## config.mk

```make
export PLATFORM = sky130hd
export DESIGN_NAME = reg_fifo
export DESIGN_NICKNAME = d
export VERILOG_FILES = /design/src/rtl/reg_fifo_pkg.sv /design/src/rtl/reg_fifo_ptr.sv /design/src/rtl/reg_fifo.sv
export SDC_FILE = /design/constraint.sdc
export NUM_CORES = 1
export LEC_CHECK = 0
export CAP_MARGIN = 20
export CORE_MARGIN = 2
export CORE_UTILIZATION = 54
export CTS_CLUSTER_SIZE = 40
export DETAILED_ROUTE_END_ITERATION = 12
export PLACE_DENSITY = 0.76
export SLEW_MARGIN = 0
export SYNTH_ARGS = -nofsm -noshare
export SYNTH_HDL_FRONTEND = slang
export SYNTH_SLANG_ARGS = --single-unit
```

## constraint.sdc

```tcl
create_clock -name clk -period 2.7 [get_ports clk]
set_input_delay 0.54 -clock clk [delete_from_list [all_inputs] [get_ports clk]]
set_output_delay 0.54 -clock clk [all_outputs]
set_load 0.05 [all_outputs]
```

## src/rtl/reg_fifo_pkg.sv

```systemverilog
// Shared sizing for reg_fifo: default word/depth and pointer/count width derivation.
// Count is one bit wider than the pointer so that "full" (count == DEPTH) is representable.
package reg_fifo_pkg;

    localparam int DEF_WIDTH = 32;
    localparam int DEF_DEPTH = 8;

    function automatic int ptr_w(input int depth);
        return (depth > 1) ? $clog2(depth) : 1;
    endfunction

    function automatic int cnt_w(input int depth);
        return ptr_w(depth) + 1;
    endfunction

endpackage

```

## src/rtl/reg_fifo_ptr.sv

```systemverilog
// fifo_ptr: wrapping pointer, advances by one when en is high; 1-cycle update, no backpressure.
// Wrap from DEPTH-1 to 0 comes from natural overflow because DEPTH is a power of two.
module fifo_ptr #(
    parameter int W = 3
) (
    input  logic         clk,
    input  logic         rst_n,
    input  logic         en,
    output logic [W-1:0] ptr
);

    logic [W-1:0] ptr_q;
    logic [W-1:0] ptr_d;

    always_comb begin
        ptr_d = ptr_q;
        if (en) ptr_d = ptr_q + W'(1);
    end

    always_ff @(posedge clk or negedge rst_n) begin
        if (!rst_n) ptr_q <= '0;
        else        ptr_q <= ptr_d;
    end

    assign ptr = ptr_q;

endmodule

```

## src/rtl/reg_fifo.sv

```systemverilog
// reg_fifo: show-ahead flop FIFO, zero-latency read, pushed word visible next cycle; optional sticky ovf/unf via REG_FIFO_ERR_EN.
// Backpressure: wr_ready drops when full or while in reset; rd_valid drops when empty.
module reg_fifo
    import reg_fifo_pkg::*;
#(
    parameter  int WIDTH = DEF_WIDTH,
    parameter  int DEPTH = DEF_DEPTH,
    localparam int PW    = ptr_w(DEPTH),
    localparam int CW    = cnt_w(DEPTH)
) (
    input  logic             clk,
    input  logic             rst_n,
    input  logic [WIDTH-1:0] wr_data,
    input  logic             wr_valid,
    output logic             wr_ready,
    output logic [WIDTH-1:0] rd_data,
    output logic             rd_valid,
    input  logic             rd_ready,
    output logic [CW-1:0]    count,
    output logic             ovf,
    output logic             unf,
    input  logic             err_clr
);

    logic [PW-1:0]    wr_ptr;
    logic [PW-1:0]    rd_ptr;
    logic [CW-1:0]    count_q;
    logic [CW-1:0]    count_d;
    logic [WIDTH-1:0] mem_q [DEPTH];
    logic [WIDTH-1:0] mem_d [DEPTH];
    logic             full;
    logic             empty;
    logic             push;
    logic             pop;

    assign full     = (count_q == CW'(DEPTH));
    assign empty    = (count_q == '0);
    // rst_n gates wr_ready so upstream never sees a ready FIFO while it is being cleared
    assign wr_ready = rst_n & ~full;
    assign rd_valid = ~empty;
    assign push     = wr_valid & wr_ready;
    assign pop      = rd_valid & rd_ready;
    assign rd_data  = mem_q[rd_ptr];
    assign count    = count_q;

    fifo_ptr #(.W(PW)) u_wr_ptr (
        .clk   (clk),
        .rst_n (rst_n),
        .en    (push),
        .ptr   (wr_ptr)
    );

    fifo_ptr #(.W(PW)) u_rd_ptr (
        .clk   (clk),
        .rst_n (rst_n),
        .en    (pop),
        .ptr   (rd_ptr)
    );

    always_comb begin
        mem_d = mem_q;
        if (push) mem_d[wr_ptr] = wr_data;
    end

    always_comb begin
        count_d = count_q;
        case ({push, pop})
            2'b10:   count_d = count_q + CW'(1);
            2'b01:   count_d = count_q - CW'(1);
            default: count_d = count_q;
        endcase
    end

    always_ff @(posedge clk or negedge rst_n) begin
        if (!rst_n) begin
            count_q <= '0;
            for (int i = 0; i < DEPTH; i++) mem_q[i] <= '0;
        end else begin
            count_q <= count_d;
            mem_q   <= mem_d;
        end
    end

`ifdef REG_FIFO_ERR_EN
    logic ovf_q;
    logic ovf_d;
    logic unf_q;
    logic unf_d;

    // A new error on the same edge as err_clr must survive the clear
    always_comb begin
        ovf_d = (ovf_q & ~err_clr) | (wr_valid & full);
        unf_d = (unf_q & ~err_clr) | (rd_ready & empty);
    end

    always_ff @(posedge clk or negedge rst_n) begin
        if (!rst_n) begin
            ovf_q <= 1'b0;
            unf_q <= 1'b0;
        end else begin
            ovf_q <= ovf_d;
            unf_q <= unf_d;
        end
    end

    assign ovf = ovf_q;
    assign unf = unf_q;
`else
    logic err_clr_unused;

    assign err_clr_unused = err_clr;
    assign ovf            = 1'b0;
    assign unf            = 1'b0;
`endif

endmodule

```

==> results by group, run 1 <==
Synthesis
  • Proportion of synthesized flip-flops having asynchronous set or reset: between 90% and 100%
  • Number of storage elements in the synthesis netlist: between 200 and 300
  • Commonest cells post-synth: dfrtp_1 (266), mux2_2 (246), mux4_2 (64)
  • Summed instance area of the synthesized netlist: between 10000 and 15000 um2
  • Avg Synthesized Cell Area: 17.2 um2
  • Gate count of the mapped netlist: 721
  • Most common cell in the netlist: dfrtp_1
  • Cell taking the most area after synthesis: dfrtp_1
  • Yosys top cell area share: 53.6%
  • Area contributors post-synth: dfrtp_1 (54%), mux2_2 (22%), mux4_2 (12%), mux2_4 (5.4%), buf_6 (2.2%)
  • Number of flops mapped to enable cells by yosys: 0
  • Yosys warnings: 0
  • Post-synth top flop: dfrtp_1
  • Sequential cell area fraction in the yosys report: around 54%
  • Cell variety after synth: 34

Clocking
  • Total CTS buffers: 27
  • Post-CTS clock slew at the launch and capture registers of the worst setup and hold paths: roughly 0.060 ns
  • Bufs on Longest Clock Path: 3
  • Number of H-tree levels: 1
  • Worst skew pair latency: ~0.53 ns
  • Clock tree from TritonCTS: built
  • Post-CTS Hold Buffers: 0
  • Clock net sink count: 266
  • Root Driver: clkbuf_16

GRT
  • Wire length of the first global-routing pass: about 43000 um
  • Most used routing layer in global routing: met2
  • Via count of the first global-routing pass: a little under 8000
  • Combined global-route utilization of all metal layers: between 20% and 30%
  • M3 GR Usage: around 3.7%
  • Maximum number of pins on one net before global-route repair: 94
  • Number of antenna violations at the first check in global routing: 0
  • Sum of overflow across all layers after global routing: 0
  • Global routing usage on met1: 30.6%
  • Met2 usage in global routing: 39.4%

Worst setup path
  • Required arrival time at the worst endpoint: roughly 2.2 ns
  • Largest fanout of any net on the critical path: 7
  • Worst Setup SP: u_rd_ptr.ptr[0]$_DFFE_PN0P_
  • Critical Path Sink: rd_data[7]
  • Endpoint arrival time on the critical path: ~2.3 ns
  • Worst setup EP type: output pin
  • Startpoint of the worst register-to-register path: count[0]$_DFFE_PN0P_
  • Worst Setup Start Kind: flip-flop
  • Kind of critical path: flip-flop to output pin
  • Worst r2r dst: count[3]$_DFFE_PN0P_
  • Register-to-register setup slack: about 0.11 ns
  • Path depth of the worst reg2reg path: 8

Outcome
  • Run status: finished with violations
  • Violated checks: negative setup slack

Timing
  • Final period demand of the worst path: roughly 2.8 ns
  • Setup repair after global routing missed its margin: yes
  • Fin. Hold Viols: 0
  • Least-Margin Pin Slew: 0.727 ns
  • Worst slew margin: around half
  • Final setup violation count: 30
  • Highest clock rate: roughly 350 MHz
  • Number of pins exceeding their max-slew limit in the final report: 0
  • Setup slack of the critical path after layout: -0.123 ns
  • Share of the cycle needed by the critical path after routing: 105%
  • Largest clock skew in the final design: just over 0.009 ns

Placement
  • Worst setup slack after placement: -0.0577 ns
  • Port Buffer Count: 73
  • Post-placement cell area: between 10000 and 15000 um2
  • Gp weighted congestion: around 0.73
  • Total half-perimeter wirelength after legalization and detailed placement: about 16000 um

Flow run
  • Max Cap Viol: 0

Cells and area
  • Final Net Count: around 870
  • Area added between synthesis and finish: 20.4%
  • Diodes inserted: 0
  • Layout cell share with drive strength beyond 1: between 50% and 60%
  • Cell area after layout: roughly 15000 um2

Power and ir drop
  • Worst ir drop on vdd: between 1 and 1.5 mV
  • Clock power frac: roughly 17%
  • Static Leakage: 6.43 nW
  • Total power density per cell area: ~1500 nW/um2
  • Switching Power: slightly below 0.008 W
  • Flop pwr share: 32.7%
  • Portion of total power attributed to combinational logic: about 50%
  • Internal Pwr Total: approximately 0.014 W
  • Switching part of the total power: a little over a third

Die
  • Initial standard-cell utilization of the core: about 55%
  • Die Outline Area: about 24000 um2
  • I/O pin total: between 70 and 80
  • Core ar.: 22600 um2
  • Die height: roughly 160 um
  • Die Width: 156 um
  • Standard-cell rows: 55

Routing
  • First-pass detailed-route iteration total: 4
  • Routed WL per cell: around 23 um
  • 1st-iter DRT viols: about 330
  • Post-route DRC: 0
  • Routed WL: roughly 26000 um
  • Routed via count: ~6600
  • Number of nets with antenna violations after detailed routing: 0
  • Vias per inst: 5.89

Min path
  • Class of the tightest hold or removal check: input port to async pin
==> critical path: stages, from the launching register on <==
cell,delay [ns]
dfrtp_4,0.46
clkbuf_16,0.19
buf_12,0.15
mux4_2,0.51
mux2_4,0.30
buf_6,0.16
==> through the flow <==
| stage | setup TNS, ns | hold WS, ns | cells | total power [W] | utilization [%] |
|---|---|---|---|---|---|
| floorplan | 0 | 0.244 | 722 | 0.0143 | - |
| global placement | 0 | 0.483 | 1071 | 0.0164 | 60.0 |
| detailed placement | -0.0577 | 0.488 | 1071 | 0.0169 | 60.0 |
| global route | -4.78 | 0.0863 | 1129 | 0.0230 | 66.1 |
| finish | -2.75 | 0.0620 | 1129 | 0.0218 | 66.1 |
| CTS | -4.02 | 0.0499 | 1124 | 0.0215 | 65.1 |
==> state kept, by name, indices dropped and copies added (netlist names) <==
| register | count |
|---|---|
| mem_q | 256 |
| count | 4 |
| u_rd_ptr.ptr | 3 |
| u_wr_ptr.ptr | 3 |
==> power by group through the flow <==
stage | Clock (W) | Sequential (W) | Combinational (W)
6_report | 0.00371 | 0.00713 | 0.0110
5_1_grt | 0.00396 | 0.00739 | 0.0116
4_1_cts | 0.00379 | 0.00712 | 0.0106
3_5_place_dp | 0 | 0.00721 | 0.00970
3_3_place_gp | 0 | 0.00697 | 0.00946
2_1_floorplan | 0 | 0.00679 | 0.00746
==> metal layers <==
metal,vias up,part of all wire (%)
li1,2904,-
met1,3605,43
met2,106,51
met3,34,3.8
met4,0,1.8
met5,-,0
==> area by class of cell <==
type	instances	area, um2
clock inverter	7	88.8
tap	285	357
inverter	6	22.5
multi-input combinational	404	5480
sequential	266	6670
timing repair buffer	120	1540
clock buffer	41	798
fill	1511	7680
==> cell families (layout without fill, tap and decap cells) <==
logic type               count (synthesis)  in the layout  share of synthesized area [%]
flip-flops                             266            266                           53.6
adder cells (fa/ha/maj)                  6              6                          0.665
buffers and inverters                   52            174                           3.29
AO/OA/AOI/OAI                            6              6                          0.342
AND/OR/NAND/NOR                         28             28                           2.26
multiplexers                           356            356                           39.4
XOR/XNOR                                 6              6                          0.423
other                                    1              2                         0.0302
==> worst min path at each step <==
stage / slack (ns) / cells past startpoint / end
finish: 0.06 / 2 / u_rd_ptr.ptr[2]$_DFFE_PN0P_
floorplan: 0.24 / 0 / count[0]$_DFFE_PN0P_
detailed placement: 0.49 / 1 / mem_q[183]$_DFFE_PN0P_
global route: 0.09 / 2 / u_rd_ptr.ptr[2]$_DFFE_PN0P_
global placement: 0.48 / 1 / mem_q[16]$_DFFE_PN0P_
CTS: 0.05 / 2 / count[3]$_DFFE_PN0P_
==> placed cells by master (no fill, tap or decap), types with 2 or more instances in the layout <==
master / n
buf_4: 20
clkbuf_16: 30
dfrtp_1: 259
buf_6: 23
mux2_2: 224
ha_1: 3
nand2_1: 3
bufinv_16: 2
ha_4: 2
nand2b_1: 2
clkbuf_1: 7
xnor2_1: 3
dfrtp_2: 6
clkinv_2: 4
buf_12: 18
conb_1: 2
a21oi_1: 2
buf_8: 13
xor2_1: 3
buf_16: 4
nor4_4: 2
nor3b_1: 4
inv_1: 5
clkbuf_8: 7
mux4_2: 64
clkdlybuf4s50_1: 38
nand3_1: 4
nor3_4: 6
mux2_4: 67
==> what timing repair did <==
item                       CTS  global route
setup endpoints to repair   33            32
buffers inserted             3             1
resized for setup           46            32
gates cloned                 2             3
(Power assumes the default switching activity.)
==> run 2: changes to the inputs <==
CORE_MARGIN = 4   (was 2)
GPL_ROUTABILITY_DRIVEN = 1   (was not set)
==> run 2 against run 1 <==
The flow still finishes with violations (negative setup slack). Cell area is 0.41% lower. Via count is 0.59% higher. Count of clock-buffer cells in the layout is 3 higher. First-iteration DRC count is 21% higher. Sequential cell count stayed put. Total power is 0.91% lower. Worst hold slack better by 0.44 ns. Sequential share of layout area is 0.18 points higher. Worst setup slack better by 0.017 ns. Die area is 5.2% higher. Wire length is 1.2% higher.
==> results by group, run 2 (synthesized netlist as in run 1, its figures left out) <==
Power and ir drop
  • Worst ir drop on vdd: roughly 1.3 mV
  • Flop pwr share: between 30% and 40%
  • Static Leakage: 6.38 nW
  • Switching Power: approximately 0.0077 W
  • Internal Pwr Total: 0.0140 W
  • Total power density per cell area: roughly 1500 nW/um2
  • Portion of total power attributed to combinational logic: about half
  • Switching part of the total power: a little over a third
  • Clock power frac: between 10% and 20%

Routing
  • 1st-iter DRT viols: about 400
  • Routed via count: around 6700
  • Vias per inst: 5.90
  • Routed WL per cell: approximately 24 um
  • Routed WL: about 27000 um
  • Number of nets with antenna violations after detailed routing: 0
  • Post-route DRC: 0
  • First-pass detailed-route iteration total: 6

Clocking
  • Clock net sink count: 266
  • Number of H-tree levels: 1
  • Post-CTS clock slew at the launch and capture registers of the worst setup and hold paths: about 0.060 ns
  • Total CTS buffers: 28
  • Worst skew pair latency: about 0.53 ns
  • Bufs on Longest Clock Path: 3
  • Root Driver: clkbuf_16
  • Clock tree from TritonCTS: built

GRT
  • Sum of overflow across all layers after global routing: 0
  • Wire length of the first global-routing pass: approximately 43000 um
  • Number of antenna violations at the first check in global routing: 1
  • Maximum number of pins on one net before global-route repair: around 180
  • Combined global-route utilization of all metal layers: between 20 and 25%
  • Via count of the first global-routing pass: between 7000 and 8000

Outcome
  • Run status: finished with violations
  • Violated checks: negative setup slack

Timing
  • Largest clock skew in the final design: roughly 0.012 ns
  • Least-Margin Pin Slew: roughly 0.96 ns
  • Share of the cycle needed by the critical path after routing: 104%
  • Final setup violation count: 32
  • Setup slack of the critical path after layout: -0.106 ns
  • Fin. Hold Viols: 0
  • Number of pins exceeding their max-slew limit in the final report: 0
  • Final period demand of the worst path: between 2 and 3 ns
  • Setup Total Neg Slack: -2.41 ns
  • Worst slew margin: 36.2%
  • Highest clock rate: 356 MHz
  • Setup repair after global routing missed its margin: yes

Worst setup path
  • Required arrival time at the worst endpoint: 2.16 ns
  • Worst setup EP type: output pin
  • Worst Setup Start Kind: flip-flop
  • Path depth of the worst reg2reg path: 8
  • Endpoint arrival time on the critical path: approximately 2.3 ns
  • Largest fanout of any net on the critical path: 10
  • Kind of critical path: flip-flop to output pin
  • Worst Setup SP: u_rd_ptr.ptr[0]$_DFFE_PN0P_
  • Worst r2r dst: count[3]$_DFFE_PN0P_
  • Register-to-register setup slack: 0.23 ns
  • Startpoint of the worst register-to-register path: count[0]$_DFFE_PN0P_

Cells and area
  • Register ranked first by flip-flop count: mem_q
  • Area added between synthesis and finish: 19.9%
  • Layout cell share with drive strength beyond 1: between 50% and 60%
  • Largest register FFs: around 260
  • Commonest non-fill, non-tap cell in the layout: dfrtp_1
  • Final Net Count: ~870
  • Diodes inserted: 0
  • Commonest cells after routing, fill and taps aside: dfrtp_1 (259), mux2_2 (232), mux4_2 (64), mux2_4 (59), clkdlybuf4s50_1 (38)

Placement
  • Worst setup slack after placement: 0.0630 ns
  • Port Buffer Count: 73
  • Total half-perimeter wirelength after legalization and detailed placement: approximately 16000 um
  • Gp weighted congestion: ~0.78

Min path
  • Worst Hold Path EP: mem_q[59]$_DFFE_PN0P_
  • Class of the tightest hold or removal check: flip-flop to flip-flop
  • Source of the worst hold timing path: mem_q[59]$_DFFE_PN0P_
  • Worst hold path stage count: 1

Die
  • Die Outline Area: approximately 25000 um2
  • Core ar.: around 23000 um2
  • I/O pin total: 77
  • Die Width: about 160 um
  • Die height: around 160 um
  • Initial standard-cell utilization of the core: a little over half
  • Standard-cell rows: 55

Flow run
  • Max Cap Viol: 0
-- run 2: changes by cell type in the layout (fill, tap and decap cells not counted), sizes merged --
cell	change
dlygate4sd3	+1
clkinvlp	+1
buf	-2
clkinv	+1
clkbuf	+4
bufinv	-1
-- run 2: cell type report --
| type | count | area [um2] |
|---|---|---|
| flip-flops and latches | 266 | 6670 |
| clock buffers | 44 | 832 |
| repair buffers | 120 | 1500 |
| multi-input cells | 404 | 5450 |
| well taps | 285 | 357 |
| inverters | 6 | 22.5 |
| clock inverters | 8 | 67.6 |
| fillers | 1515 | 7740 |
-- run 2: metal layers --
metal	share of wire, %	vias up	track usage, %	routed length (um)
li1	-	2908	-	-
met1	43	3649	27.5	11400
met2	52	96	36.1	13900
met3	3.8	33	3.90	1020
met4	1.5	2	4.22	406
met5	0.049	-	0	13
-- run 2: critical path, stage by stage (launching register included) --
cell,delay [ns]
dfrtp_4,0.45
buf_6,0.16
buf_12,0.16
mux4_2,0.52
mux2_4,0.30
buf_6,0.15
-- run 2: what timing repair did --
item                                   in CTS  in global routing
cloned                                      0                  7
resized for setup                          42                 17
setup endpoints to repair                  33                 32
setup buffers                               0                  6
hold buffers                                0                  1
endpoints found under the hold margin       0                  8
-- run 2: power groups by stage --
stage	Combinational (W)	Sequential, W	Clock, W
4_1_cts	0.0104	0.00708	0.00382
2_1_floorplan	0.00746	0.00679	0
5_1_grt	0.0114	0.00731	0.00400
6_report	0.0108	0.00707	0.00373
3_5_place_dp	0.00977	0.00714	0
3_3_place_gp	0.00951	0.00688	0
-- run 2: worst max path at each step --
stage / endpoint / slack, ns
after global placement: count[3]$_DFFE_PN0P_ / 0.05
after CTS: rd_data[29] / -0.14
after detailed placement: count[3]$_DFFE_PN0P_ / 0.06
after global routing: rd_data[7] / -0.17
final: rd_data[7] / -0.11
after floorplan: count[3]$_DFFE_PN0P_ / 0.03
-- run 2: per-stage QoR --
stage                     instance area, um2  hold WS (ns)  instances  util, %  power, W
after CTS                              14600         0.254       1118     64.5    0.0213
after global placement                 13600         0.483       1066     59.9    0.0164
final                                  14900         0.501       1133     65.8    0.0216
after floorplan                        12500         0.244        722        -    0.0143
after global routing                   14900         0.509       1133     65.8    0.0227
after detailed placement               13600         0.489       1066     59.9    0.0169
